$ cat src/rtl/uart_tx_framer_if.sv
// Write-side bus of uart_tx_framer: push strobe and data word in, FIFO status out.
interface uart_tx_framer_if #(
    parameter int DATA_W = 8,
    parameter int DEPTH  = 16
);
    localparam int CNT_W = $clog2(DEPTH) + 1;

    logic              we;
    logic [DATA_W-1:0] data_in;
    logic              full;
    logic              empty;
    logic [CNT_W-1:0]  count;
    logic              overflow;

    modport master (output we, data_in, input full, empty, count, overflow);
    modport slave  (input we, data_in, output full, empty, count, overflow);
endinterface

$ cat src/rtl/uart_tx_framer.sv
// Word FIFO, baud timing and UART character framer with optional CRC-8 trailer per frame.
module uart_tx_framer #(
    parameter int CLK_DIV   = 2320,
    parameter int DATA_W    = 8,
    parameter int DEPTH     = 16,
    parameter int STOP_BITS = 1,
    parameter int FRAME_LEN = 4
) (
    input  logic            clk,
    input  logic            reset,
    uart_tx_framer_if.slave wr,
    input  logic [1:0]      parity_mode,
    input  logic            crc_en,
    output logic            tx,
    output logic            busy,
    output logic            tx_done,
    output logic [7:0]      crc
);
    localparam int AW     = $clog2(DEPTH);
    localparam int CNT_W  = AW + 1;
    localparam int BAUD_W = $clog2(2 * CLK_DIV);
    localparam int FCNT_W = $clog2(FRAME_LEN + 1);
    localparam logic [BAUD_W-1:0] BIT_LAST   = BAUD_W'(CLK_DIV - 1);
    localparam logic [BAUD_W-1:0] STOP_LAST  = BAUD_W'(STOP_BITS * CLK_DIV - 1);
    localparam logic [FCNT_W-1:0] FRAME_LAST = FCNT_W'(FRAME_LEN - 1);
    localparam logic [2:0]        DATA_LAST  = 3'(DATA_W - 1);
    localparam logic [CNT_W-1:0]  CNT_FULL   = CNT_W'(DEPTH);

    typedef enum logic [2:0] {
        S_IDLE, S_START, S_DATA, S_PARITY, S_STOP, S_CRC_START
    } state_t;

    function automatic logic [7:0] crc8_step(input logic [7:0] c, input logic [7:0] d);
        logic [7:0] r;
        r = c ^ d;
        for (int i = 0; i < 8; i++) begin
            r = r[7] ? ((r << 1) ^ 8'h07) : (r << 1);
        end
        return r;
    endfunction

    function automatic logic parity_bit(input logic [1:0] mode, input logic [7:0] d);
        case (mode)
            2'b01:   return ^d;
            2'b10:   return ~^d;
            default: return 1'b1;
        endcase
    endfunction

    state_t              state_q, state_d;
    logic [BAUD_W-1:0]   baud_q, baud_d;
    logic [2:0]          bit_q, bit_d;
    logic [7:0]          sh_q, sh_d;
    logic [1:0]          par_mode_q, par_mode_d;
    logic                par_bit_q, par_bit_d;
    logic                is_crc_q, is_crc_d;
    logic [7:0]          crc_q, crc_d;
    logic                crc_en_q, crc_en_d;
    logic [FCNT_W-1:0]   fcnt_q, fcnt_d;
    logic [AW-1:0]       wptr_q, wptr_d, rptr_q, rptr_d;
    logic [CNT_W-1:0]    cnt_q, cnt_d;
    logic                ovf_q, ovf_d;
    logic [DATA_W-1:0]   mem [DEPTH];

    logic       full, empty, push, pop;
    logic       bit_end, stop_end, frame_end, go_crc, frame_clr;
    logic [7:0] head8, crc_base;

    assign full      = (cnt_q == CNT_FULL);
    assign empty     = (cnt_q == '0);
    assign bit_end   = (baud_q == BIT_LAST);
    assign stop_end  = (state_q == S_STOP) && (baud_q == STOP_LAST);
    assign frame_end = stop_end && !is_crc_q && (fcnt_q == FRAME_LAST);
    assign go_crc    = frame_end && crc_en_q;
    // A frame closes either at its last data character (no trailer) or after the trailer.
    assign frame_clr = (frame_end && !crc_en_q) || (stop_end && is_crc_q);
    assign pop       = !empty && ((state_q == S_IDLE) || (stop_end && !go_crc));
    assign push      = wr.we && (!full || pop);

    always_comb begin
        head8 = '0;
        head8[DATA_W-1:0] = mem[rptr_q];
    end

    // FIFO bookkeeping
    always_comb begin
        wptr_d = push ? wptr_q + 1'b1 : wptr_q;
        rptr_d = pop  ? rptr_q + 1'b1 : rptr_q;
        case ({push, pop})
            2'b10:   cnt_d = cnt_q + 1'b1;
            2'b01:   cnt_d = cnt_q - 1'b1;
            default: cnt_d = cnt_q;
        endcase
        ovf_d = ovf_q | (wr.we && !push);
    end

    // Frame counter and running CRC; a pop on a frame boundary starts the new frame from 0x00.
    always_comb begin
        fcnt_d = fcnt_q;
        if (stop_end && !is_crc_q) fcnt_d = fcnt_q + 1'b1;
        if (frame_clr)             fcnt_d = '0;
        crc_base = frame_clr ? 8'h00 : crc_q;
        crc_d    = pop ? crc8_step(crc_base, head8) : crc_base;
        crc_en_d = (pop && (fcnt_d == '0)) ? crc_en : crc_en_q;
    end

    always_comb begin
        state_d    = state_q;
        baud_d     = baud_q + 1'b1;
        bit_d      = bit_q;
        sh_d       = sh_q;
        par_mode_d = par_mode_q;
        par_bit_d  = par_bit_q;
        is_crc_d   = is_crc_q;
        case (state_q)
            S_IDLE: baud_d = '0;
            S_START, S_CRC_START: begin
                if (bit_end) begin
                    state_d = S_DATA;
                    baud_d  = '0;
                    bit_d   = '0;
                end
            end
            S_DATA: begin
                if (bit_end) begin
                    baud_d = '0;
                    sh_d   = sh_q >> 1;
                    if (bit_q == (is_crc_q ? 3'd7 : DATA_LAST)) begin
                        state_d = (par_mode_q == 2'b00) ? S_STOP : S_PARITY;
                    end else begin
                        bit_d = bit_q + 1'b1;
                    end
                end
            end
            S_PARITY: begin
                if (bit_end) begin
                    state_d = S_STOP;
                    baud_d  = '0;
                end
            end
            S_STOP: begin
                if (stop_end) begin
                    state_d = S_IDLE;
                    baud_d  = '0;
                end
            end
            default: state_d = S_IDLE;
        endcase
        if (pop) begin
            state_d    = S_START;
            baud_d     = '0;
            sh_d       = head8;
            par_mode_d = parity_mode;
            par_bit_d  = parity_bit(parity_mode, head8);
            is_crc_d   = 1'b0;
        end else if (go_crc) begin
            state_d   = S_CRC_START;
            baud_d    = '0;
            sh_d      = crc_q;
            par_bit_d = parity_bit(par_mode_q, crc_q);
            is_crc_d  = 1'b1;
        end
    end

    always_ff @(posedge clk or negedge reset) begin
        if (!reset) begin
            state_q    <= S_IDLE;
            baud_q     <= '0;
            bit_q      <= '0;
            par_mode_q <= '0;
            is_crc_q   <= 1'b0;
            crc_q      <= '0;
            crc_en_q   <= 1'b0;
            fcnt_q     <= '0;
            wptr_q     <= '0;
            rptr_q     <= '0;
            cnt_q      <= '0;
            ovf_q      <= 1'b0;
        end else begin
            state_q    <= state_d;
            baud_q     <= baud_d;
            bit_q      <= bit_d;
            par_mode_q <= par_mode_d;
            is_crc_q   <= is_crc_d;
            crc_q      <= crc_d;
            crc_en_q   <= crc_en_d;
            fcnt_q     <= fcnt_d;
            wptr_q     <= wptr_d;
            rptr_q     <= rptr_d;
            cnt_q      <= cnt_d;
            ovf_q      <= ovf_d;
        end
    end

    always_ff @(posedge clk) begin
        sh_q      <= sh_d;
        par_bit_q <= par_bit_d;
        if (push) mem[wptr_q] <= wr.data_in;
    end

    always_comb begin
        tx = 1'b1;
        case (state_q)
            S_START, S_CRC_START: tx = 1'b0;
            S_DATA:               tx = sh_q[0];
            S_PARITY:             tx = par_bit_q;
            default:              tx = 1'b1;
        endcase
    end

    assign busy        = (state_q != S_IDLE);
    assign tx_done     = stop_end;
    assign crc         = crc_q;
    assign wr.full     = full;
    assign wr.empty    = empty;
    assign wr.count    = cnt_q;
    assign wr.overflow = ovf_q;
endmodule

$ cat src/flat_wrapper.sv
// flat-port wrapper written by rule: the top's interface ports become plain ports
module uart_tx_framer_flat 
#(
    parameter int CLK_DIV   = 2320,
    parameter int DATA_W    = 8,
    parameter int DEPTH     = 16,
    parameter int STOP_BITS = 1,
    parameter int FRAME_LEN = 4
)
  (clk, reset, parity_mode, crc_en, tx, busy, tx_done, crc, wr_we, wr_data_in, wr_full, wr_empty, wr_count, wr_overflow);
  uart_tx_framer_if #(.DATA_W(DATA_W), .DEPTH(DEPTH)) wr_i ();
  input  logic clk;
  input  logic reset;
  input  logic [1:0] parity_mode;
  input  logic crc_en;
  output logic tx;
  output logic busy;
  output logic tx_done;
  output logic [7:0] crc;
  input wire logic [$bits(wr_i.we)-1:0] wr_we;
  input wire logic [$bits(wr_i.data_in)-1:0] wr_data_in;
  output wire logic [$bits(wr_i.full)-1:0] wr_full;
  output wire logic [$bits(wr_i.empty)-1:0] wr_empty;
  output wire logic [$bits(wr_i.count)-1:0] wr_count;
  output wire logic [$bits(wr_i.overflow)-1:0] wr_overflow;
  assign wr_i.we = wr_we;
  assign wr_i.data_in = wr_data_in;
  assign wr_full = wr_i.full;
  assign wr_empty = wr_i.empty;
  assign wr_count = wr_i.count;
  assign wr_overflow = wr_i.overflow;
  uart_tx_framer #(.CLK_DIV(CLK_DIV), .DATA_W(DATA_W), .DEPTH(DEPTH), .STOP_BITS(STOP_BITS), .FRAME_LEN(FRAME_LEN)) u_core (.clk(clk), .reset(reset), .wr(wr_i), .parity_mode(parity_mode), .crc_en(crc_en), .tx(tx), .busy(busy), .tx_done(tx_done), .crc(crc));
endmodule
$ cat config.mk
export PLATFORM = sky130hd
export DESIGN_NAME = uart_tx_framer_flat
export DESIGN_NICKNAME = d
export VERILOG_FILES = /design/src/rtl/uart_tx_framer_if.sv /design/src/rtl/uart_tx_framer.sv /design/src/flat_wrapper.sv
export SDC_FILE = /design/constraint.sdc
export NUM_CORES = 1
export LEC_CHECK = 0
export CORE_ASPECT_RATIO = 0.5
export CORE_MARGIN = 3
export CORE_UTILIZATION = 50
export DETAILED_ROUTE_END_ITERATION = 10
export MAX_ROUTING_LAYER = met4
export PLACE_DENSITY = 0.64
export SYNTH_ARGS = -nofsm -noshare
export SYNTH_HDL_FRONTEND = slang
export SYNTH_SLANG_ARGS = --single-unit
export TNS_END_PERCENT = 100
$ cat constraint.sdc
create_clock -name clk -period 3.4 [get_ports clk]
set_input_delay 0.34 -clock clk [delete_from_list [all_inputs] [get_ports clk]]
set_output_delay 0.34 -clock clk [all_outputs]
set_load 0.03 [all_outputs]
==> impl_results.md, run 1 <==
* Status: complete, but fails checks
* Failing checks: hold timing
* Max Freq at roughly 320 MHz
* Die ar. at ~0.019 sq mm
* Initial antenna violation count at 0
* Final setup fails at 0
* Async S/R FF share, synth at 25.9%
* Register area share after synthesis at between 60% and 70%
* Worst-case clock buffer depth at 2
* Crit share post-route at 92.8%
* Total track usage at 20.0%
* RSZ-0062 raised after global routing: false
* Final TNS setup at 0 ns
* Die X at 191 um
* Yosys reg bits at roughly 190
* P&R area growth vs syn at 13.9%
* CTS tree: done
* # DRC at 0
* CTS root buf: clkbuf_16
* EDFF count, synth at ~140
* Worst EP arrival at ~3.2 ns
* Worst Tran Pin Value at 1.02 ns
* WHS at -0.000507 ns
* Initial DRC count at ~330
* Slew headroom at about a third
* Max Slew Vio Count at 0
* Max VDD drop at 0.329 mV
* First-pass GRT wire length at 27500 um
* Dpl ws at between 0.3 and 0.4 ns
* Final worst setup slack at between 0.2 and 0.25 ns
* Setup Crit Path Kind: flip-flop to flip-flop
* Req. time, crit path at ~3.5 ns
* Largest net degree at the start of global routing at 34
* Synth Cell Area at 0.00851 sq mm
* Post-CTS setup buffer count at 0
* Core area at 0.0165 sq mm
* Internal Power at 4.07 mW
* Worst Hold Class: input pin to async pin
* Worst setup SP type: flip-flop
* # IOs at 33
* Wire length per cell at 19.6 um
* DIE HEIGHT at between 90 and 100 um
* Ys Warns at 0
* Mean Syn Cell Area at roughly 14 sq um
* Site row count at 33
* Combinational share of power at about 14%
* Placer Congestion at 0.813
* Register share of total power at around half
* Yosys cell types at 62
* Clock sinks at 185
* Finished Core Util at 58.7%
* Final Instance Count excl. Fillers at roughly 880
* # fillers at about 1300
* R2R depth at 10
* Layout Skew at about 0.0083 ns
* PwrDens at about 580 mW/mm^2
* CTS buffer count at 17
* Mapped Nets at about 630
* Inserted Diodes at 0
* H-tree levels at 4
* Number of placed cells counting well taps at between 800 and 900
* Net Sw Power at roughly 1.5 mW
* Finished Cell Area at 0.00969 sq mm
* Critical Path End Type: flip-flop
* Maxcap violations at 0
* Post-DP HPWL at roughly 12000 um
* Net Sw Frac at a little over a quarter
* Worst-skew pair later-pin latency at 0.43 ns
* Vias per cell at around 5.5
* Vias at around 4900
* Hold buffer count at cts at 0
* Overall power at ~5.6 mW
* # port buffers at 32
* Total Nets Final at about 680
* Reg clk slew, reported paths at 0.07 ns
* PostCTS Resize Cnt at 0
* Final Hold Violating Endpoints at 2
* Final WL at approximately 17000 um
* Min Tclk post-route at 3.16 ns
* Pleak at a little under 4 nW
* Share of post-route cells with drive strength above 1 at between 10% and 20%
* Cells after synthesis at 600
* Clock network power share at 36.5%
* Post-route ant nets at 0
* Top FF cell, synth: edfxtp_1
* TritonRoute pass-1 iters at 5
* Vias in the first global route at approximately 5000
* Dpl cell area at just over 0.009 sq mm
* GRT overflow at 0
* Initial cell density of the core at around half
* Max FO, Critical Path at 8
-- area by class of cell --
cell class	instances	area (sq um)	area share (%)
clock buffer	17	425	4.39
clock inverter	15	186	1.92
inverter	23	86.3	0.891
multi-input combinational	363	2900	29.9
sequential	185	5320	54.8
tap	227	284	2.93
timing repair buffer	54	493	5.09
-- cells in the mapped netlist, types with 14 or more instances --
master    count  area share (%)
mux2i_1      36             4.2
ha_1         18             2.6
nand3_1      15            0.88
o21ai_0      19             1.1
dfrtp_1      48              14
inv_1        23             1.0
edfxtp_1    137              48
xnor2_1      32             3.3
xor2_1       14             1.4
nand2_1      49             2.2
nor2_1       44             1.9
-- per-layer routing --
layer  GRT usage (%)  vias up  share of wire, %
met2            29.4       98                45
met1            28.6     2469                49
met5               -        -                 0
li1                -     2303                 -
met4            5.52        0               1.3
met3            4.20       16               4.6
-- registers in the layout, indices dropped and copies added (netlist names), 2 cells and up --
name / flops
u_core.mem: 128
u_core.baud_q: 13
u_core.crc: 8
u_core.sh_q: 8
u_core.wr.count: 5
u_core.rptr_q: 4
u_core.wptr_q: 4
u_core.bit_q: 3
u_core.fcnt_q: 3
u_core.state_q: 3
u_core.par_mode_q: 2
-- placed cells by master (no fill, tap or decap), types with 3 or more instances in the layout --
cell type        synthesis  final
clkbuf_16                0     17
nor3_1                   3      3
dfrtp_1                 48     47
nor2b_1                  4      4
nand3_1                 15     15
edfxtp_1               137    137
and2_1                  10     10
xnor2_1                 32     32
xor2_2                   3      3
nand2_1                 49     49
clkinv_4                 0      3
o21ai_0                 19     19
buf_4                    2     21
nand2_2                  6      6
a31oi_1                  7      7
nor4_1                   6      3
nor2_1                  44     44
a221oi_1                10     10
a22oi_1                  6      6
mux4_2                  10     10
a21o_1                   3      3
inv_8                    0      3
inv_1                   23     23
a221oi_2                 6      6
nor4_2                   0      3
and3_1                   6      6
mux2i_1                 36     36
clkdlybuf4s50_1          0     31
mux4_1                   6      6
xor2_1                  14     14
a21oi_1                 12     12
ha_1                    18     18
a22o_1                   3      3
-- logic make-up (layout without fill, tap and decap cells) --
kind of cell,count (synthesis),after routing,share of synthesized area [%]
buffers and inverters,52,109,3.69
xor gates and xnor gates,53,53,6.28
adders and majority gates,19,19,2.88
muxes,55,55,9.13
AOI/OAI and AO/OA,80,80,6.97
DFF,185,185,62.4
and+or+nand+nor,156,156,8.63
-- critical path, stage by stage (launching register included) --
cell and delay, ns:
dfrtp_1 0.37, ha_1 0.18, and3_1 0.22, and4_1 0.32, nand3_1 0.13, inv_1 0.10, a21oi_1 0.13, nand2_1 0.11
nand2_1 0.23, nor3b_1 0.42, and2_1 0.56
-- path summary, 6_finish.rpt --
path / start / to / slack [ns]
min: reset / u_core.crc[4] / -0.0005
min in group clk: u_core.baud_q[0] / u_core.baud_q[0] / 0.47
max in group asynchronous: reset / u_core.baud_q[7] / 2.68
min reg2reg: u_core.baud_q[0] / u_core.baud_q[0] / 0.47
max reg2reg: u_core.baud_q[0] / u_core.mem[8][6] / 0.24
max: u_core.baud_q[0] / u_core.mem[8][6] / 0.24
-- power groups by stage --
stage                     registers (mW)  clock network [mW]  logic (mW)
after global placement              2.80                   0       0.778
after CTS                           2.76                2.08       0.792
after detailed placement            2.81                   0       0.787
after floorplan                     2.82                   0       0.461
after global routing                2.78                2.17       0.856
final                               2.76                2.04       0.782
(Power assumes the default switching activity.)
==> run 2, diff against run 1 <==
--- a/config.mk
+++ b/config.mk
@@ -5,10 +5,13 @@
 export SDC_FILE = /design/constraint.sdc
 export NUM_CORES = 1
 export LEC_CHECK = 0
+export CAP_MARGIN = 20
 export CORE_ASPECT_RATIO = 0.5
 export CORE_MARGIN = 3
 export CORE_UTILIZATION = 50
+export CTS_CLUSTER_DIAMETER = 50
 export DETAILED_ROUTE_END_ITERATION = 10
+export GPL_TIMING_DRIVEN = 1
 export MAX_ROUTING_LAYER = met4
 export PLACE_DENSITY = 0.64
 export SYNTH_ARGS = -nofsm -noshare
==> results of run 2 <==
No change in the layout: final DEF, timing and power equal those of run 1.
==> run 3, diff against run 2 <==
--- a/config.mk
+++ b/config.mk
@@ -10,6 +10,7 @@
 export CORE_MARGIN = 3
 export CORE_UTILIZATION = 50
 export CTS_CLUSTER_DIAMETER = 50
+export CTS_CLUSTER_SIZE = 12
 export DETAILED_ROUTE_END_ITERATION = 10
 export GPL_TIMING_DRIVEN = 1
 export MAX_ROUTING_LAYER = met4
==> constraint.sdc (replaced) <==
create_clock -name clk -period 3.4 [get_ports clk]
set_input_delay 0.51 -clock clk [delete_from_list [all_inputs] [get_ports clk]]
set_output_delay 0.51 -clock clk [all_outputs]
set_load 0.03 [all_outputs]
==> results of run 3 <==
The final DEF is identical to that of run 1. Status: completed.
Main changes from that run: hold slack -0.000507 ns -> 0.169 ns; number of hold violations in the final report 2 -> 0
